### config.mk
export PLATFORM = sky130hd
export DESIGN_NAME = lda_coef_loader
export DESIGN_NICKNAME = d
export VERILOG_FILES = /design/src/rtl/lda_pkg.sv /design/src/rtl/lda_coef_loader.sv
export SDC_FILE = /design/constraint.sdc
export NUM_CORES = 1
export LEC_CHECK = 0
export CORE_MARGIN = 2
export CORE_UTILIZATION = 45
export DETAILED_ROUTE_END_ITERATION = 16
export PLACE_DENSITY_LB_ADDON = 0.2
export SYNTH_ARGS = -nofsm -noshare
export SYNTH_HDL_FRONTEND = slang
export SYNTH_SLANG_ARGS = --single-unit
### constraint.sdc
create_clock -name clk_i -period 6.6 [get_ports clk_i]
set_clock_uncertainty 0.2 [all_clocks]
set_input_delay 1.98 -clock clk_i [delete_from_list [all_inputs] [get_ports clk_i]]
set_output_delay 1.98 -clock clk_i [all_outputs]
set_load 0.02 [all_outputs]
### src/rtl/lda_pkg.sv
// Shared LDA definitions: classifier dimensions, coefficient type, frame layout, loader states.
// LDA_LOADER_CSUM_EN adds the trailing checksum byte and the CSUM loader state.
package lda_pkg;

    localparam int DIMS    = 6;
    localparam int CLASSES = 3;

    typedef logic [7:0] T;

    localparam T   SYNC  = 8'hA5;
    localparam int N_WGT = DIMS * CLASSES;

`ifdef LDA_LOADER_CSUM_EN
    localparam int FRAME_LEN = 1 + N_WGT + CLASSES + 1;
    typedef enum logic [2:0] {
        LD_IDLE,
        LD_WGT,
        LD_THR,
        LD_CSUM,
        LD_COMMIT
    } ld_state_t;
`else
    localparam int FRAME_LEN = 1 + N_WGT + CLASSES;
    typedef enum logic [2:0] {
        LD_IDLE,
        LD_WGT,
        LD_THR,
        LD_COMMIT
    } ld_state_t;
`endif

endpackage

### src/rtl/lda_coef_loader.sv
// Coefficient loader: byte-stream frames fill a shadow bank that is committed atomically to the
// active bank feeding the classifier. LDA_LOADER_CSUM_EN enables the checksum byte and check.
//
// state     | meaning
// ----------+---------------------------------------------------------------
// LD_IDLE   | hunting for SYNC, other bytes dropped
// LD_WGT    | receiving DIMS*CLASSES weights, class-outer / dim-inner
// LD_THR    | receiving CLASSES thresholds
// LD_CSUM   | receiving checksum byte (LDA_LOADER_CSUM_EN only)
// LD_COMMIT | ready low for one cycle, shadow copied to active bank
module lda_coef_loader
    import lda_pkg::*;
(
    input  logic clk_i,
    input  logic rstn_i,
    input  logic clear_i,
    input  T     byte_i,
    input  logic valid_i,
    output logic ready_o,
    output T     w_o [DIMS][CLASSES],
    output T     c_o [CLASSES],
    output logic coef_valid_o,
    output logic busy_o,
    output logic load_done_o,
    output logic load_err_o
);

    localparam int DW = $clog2(DIMS);
    localparam int CW = $clog2(CLASSES);
    localparam logic [DW-1:0] DIM_LAST = DW'(DIMS - 1);
    localparam logic [CW-1:0] CLS_LAST = CW'(CLASSES - 1);

    ld_state_t     state;
    logic [DW-1:0] dim_idx;
    logic [CW-1:0] cls_idx;
    T              sh_w [DIMS][CLASSES];
    T              sh_c [CLASSES];
    logic          xfer;

    assign xfer   = valid_i & ready_o;
    assign busy_o = (state != LD_IDLE);

`ifdef LDA_LOADER_CSUM_EN
    T acc;
    T acc_next;
    assign acc_next = acc + byte_i;
`else
    assign load_err_o = 1'b0;
`endif

    always_ff @(posedge clk_i or negedge rstn_i) begin
        if (!rstn_i) begin
            state        <= LD_IDLE;
            dim_idx      <= '0;
            cls_idx      <= '0;
            sh_w         <= '{default: '0};
            sh_c         <= '{default: '0};
            w_o          <= '{default: '0};
            c_o          <= '{default: '0};
            coef_valid_o <= 1'b0;
            ready_o      <= 1'b0;
            load_done_o  <= 1'b0;
`ifdef LDA_LOADER_CSUM_EN
            acc          <= '0;
            load_err_o   <= 1'b0;
`endif
        end else begin
            ready_o     <= 1'b1;
            load_done_o <= 1'b0;
`ifdef LDA_LOADER_CSUM_EN
            load_err_o  <= 1'b0;
`endif
            // Abort wins over a same-cycle byte; the shadow keeps its partial contents.
            if (clear_i) begin
                state   <= LD_IDLE;
                dim_idx <= '0;
                cls_idx <= '0;
            end else begin
                case (state)
                    LD_IDLE: begin
                        if (xfer && byte_i == SYNC) begin
                            state   <= LD_WGT;
                            dim_idx <= '0;
                            cls_idx <= '0;
`ifdef LDA_LOADER_CSUM_EN
                            acc     <= SYNC;
`endif
                        end
                    end
                    LD_WGT: begin
                        if (xfer) begin
                            sh_w[dim_idx][cls_idx] <= byte_i;
`ifdef LDA_LOADER_CSUM_EN
                            acc <= acc_next;
`endif
                            if (dim_idx == DIM_LAST) begin
                                dim_idx <= '0;
                                if (cls_idx == CLS_LAST) begin
                                    cls_idx <= '0;
                                    state   <= LD_THR;
                                end else begin
                                    cls_idx <= cls_idx + 1'b1;
                                end
                            end else begin
                                dim_idx <= dim_idx + 1'b1;
                            end
                        end
                    end
                    LD_THR: begin
                        if (xfer) begin
                            sh_c[cls_idx] <= byte_i;
`ifdef LDA_LOADER_CSUM_EN
                            acc <= acc_next;
`endif
                            if (cls_idx == CLS_LAST) begin
                                cls_idx <= '0;
`ifdef LDA_LOADER_CSUM_EN
                                state   <= LD_CSUM;
`else
                                state       <= LD_COMMIT;
                                ready_o     <= 1'b0;
                                load_done_o <= 1'b1;
`endif
                            end else begin
                                cls_idx <= cls_idx + 1'b1;
                            end
                        end
                    end
`ifdef LDA_LOADER_CSUM_EN
                    LD_CSUM: begin
                        if (xfer) begin
                            if (acc_next == '0) begin
                                state       <= LD_COMMIT;
                                ready_o     <= 1'b0;
                                load_done_o <= 1'b1;
                            end else begin
                                state      <= LD_IDLE;
                                load_err_o <= 1'b1;
                            end
                        end
                    end
`endif
                    LD_COMMIT: begin
                        w_o          <= sh_w;
                        c_o          <= sh_c;
                        coef_valid_o <= 1'b1;
                        state        <= LD_IDLE;
                    end
                    default: state <= LD_IDLE;
                endcase
            end
        end
    end

endmodule

==> qor.txt <==
DIE AREA -> 31000 um^2
Largest family of logic cells by synthesized area -> multiplexers
Synth async-reset ratio -> 100%
Die width -> 176 um
Unrepaired setup endpoints after global routing -> false
Skew-Pair Late Insertion Delay -> 0.50 ns
Complex-gate fraction of the synthesized area -> 1.10%
Hold buffers post-CTS -> 0
DR vias/cell -> 5.16
Vias in the first global route -> 7602
Ratio of cells with drive above 1 in the final layout -> 42.5%
Wire length per cell -> 20.0 um
Count leader, synth -> dfrtp_1
Via count -> 7315
Fillers -> 2367
Clock Path Buffers -> 3
Worst slew pin tran -> 1.00 ns
Global-route usage over all layers -> 18.8%
Post-Syn Area -> 13300 um^2
Height of the chip -> 176 um
Multiplexer share of the synthesized area -> 28.4%
Maxcap violations -> 0
Top achievable clock speed -> 233 MHz
Lkg Pwr -> 8.23 nW
First-pass GRT wire length -> 45100 um
Drt pass-1 iters -> 4
Synth Area in Adders -> 0.469%
Power Dens Cells -> 256 nW/um^2
Area leader, netlist -> dfrtp_1
Grt ovf -> 0
CTS buffer count -> 37
Final min period -> 4.29 ns
Syn_nets -> 831
Crit path DAT -> 2.11 ns
Final Hold Viols -> 0
Htree depth -> 2
Setup violations, final -> 0
Post_cts resized -> 0
Final period util -> 65.1%
Fin. max-slew vios -> 0
Setup TNS -> 0 ns
Startpoint types -> flop
GPL Wtd Cong -> 0.799
Warnings from Yosys -> 0
Setup crit end kind -> output pin
Largest net degree at the start of global routing -> 129
Mapped Cells -> 814
Port buffer count -> 183
Hpwl dp -> 16900 um
Root Buffer -> clkbuf_16
Post-Synth XOR/XNOR Area -> 0%
Area share of the largest cell type after synthesis -> 65.0%
Hold WC Path Type -> flop to flop
Synth unique cells -> 41
# rows -> 63
CP required -> 4.42 ns
Initial antenna violation count -> 0
Total Wirelength -> 28400 um
Core area -> 29400 um^2
Post-synth EDFFs -> 0
Headroom to the max-slew limit -> 33.1%
Peak VDD IR -> 0.195 mV
Iter 0 DRT Violations -> 343
DRC viols -> 0
Main flop type after synthesis -> dfrtp_1
Io pins -> 185
Initial core utilization -> 45.3%
# diodes -> 0
Total power -> 4.29 mW
Synth area leaders -> dfrtp_1 65%, mux2_2 28%, buf_2 0.79%
WS Path Type -> flop to output pin
Synth Area in Simple Gates -> 3.33%
Syn-to-layout area delta -> 26.0%
CTS Sinks -> 346
Syn_area_per_cell -> 16.4 um^2
Clk slew on worst S/H paths -> 0.06 ns
Status -> finished clean
# nets final -> 1019
Number of synthesized register bits -> 346
Synth cell count leaders -> 346 x dfrtp_1, 336 x mux2_2, 21 x buf_2, 17 x clkbuf_1, 10 x nand2_2
Setup bufs post-CTS -> 0
Final ANT Viol Nets -> 0
CTS tree -> yes
Worst-path fanout max -> 8
Register area share after synthesis -> 65.0%
-- critical path, cell delays in order (launching register included) --
cell and delay, ns:
dfrtp_1 0.42, inv_1 0.09, ha_1 0.31, inv_1 0.15, clkdlybuf4s50_1 0.65
-- cell families after synthesis --
kind of cell             Yosys count
buffers and inverters             49
flip-flops                       346
multiplexers                     336
AND/OR/NAND/NOR                   57
adder cells (fa/ha/maj)            5
other                              1
AO/OA/AOI/OAI                     20
-- final cells by class --
type | instances | area [um^2] | area share, %
Sequential cell | 346 | 8660 | 51.6
Multi-Input combinational cell | 419 | 4450 | 26.5
Timing Repair Buffer | 193 | 1940 | 11.6
Clock buffer | 53 | 1130 | 6.70
Tap cell | 390 | 488 | 2.91
Clock inverter | 11 | 111 | 0.663
Inverter | 5 | 18.8 | 0.112
-- flip-flops by register name, summed over array words and instances (netlist names) --
signal        cells
load_done_o       1
sh_w            144
cls_idx           2
coef_valid_o      1
ready_o           1
state             2
c_o              24
dim_idx           3
sh_c             24
w_o             144
-- report_power, final --
part	switching [mW]	internal, mW
Clock	0.812	1.26
Sequential	0.00281	2.13
Combinational	0.0727	0.0186
-- final timing paths --
kind / startpoint / end / slack [ns] / depth (start not counted)
worst max-delay path: state[0] / busy_o / 2.31 / 4
min in group asynchronous: rstn_i / w_o[43] / 1.31 / 1
max in group asynchronous: rstn_i / w_o[118] / 3.73 / 2
worst min register to register: coef_valid_o / coef_valid_o / 0.27 / 1
worst max register to register: state[1] / sh_w[18] / 3.98 / 6
worst min-delay path: coef_valid_o / coef_valid_o / 0.27 / 1
-- placed cells by master, fill, tap and decap left out, drive strengths merged, types with 3 or more instances in the layout --
cell,n
or4,3
mux2,336
nand2b,5
buf,12
inv,5
clkdlybuf4s50,181
o21ai,3
clkbuf,53
clkinv,8
nand2,16
a21oi,3
nor2,7
nor3b,4
nor2b,3
o31ai,3
dfrtp,346
ha,5
nor3,6
-- per-stage QoR --
step	hold slack (ns)	utilization, %	worst slack [ns]	area [um^2]	std cells
final	0.267	57.1	2.31	16800	1417
after global routing	0.284	57.1	2.13	16800	1417
after CTS	0.272	57.1	2.26	16800	1417
after detailed placement	0.257	52.9	1.87	15600	1353
after global placement	0.253	52.9	1.90	15600	1353
after floorplan	0.274	-	3.12	13300	814
-- per-layer routing --
metal	up-vias	wire length, um	global-route usage [%]	part of all wire, %
met5	-	0	0	0
met4	0	534	4.44	1.9
met3	42	1720	4.80	6.1
met2	168	13100	29.7	46
met1	3825	13000	26.2	46
li1	3280	-	-	-
(Power assumes the default switching activity.)
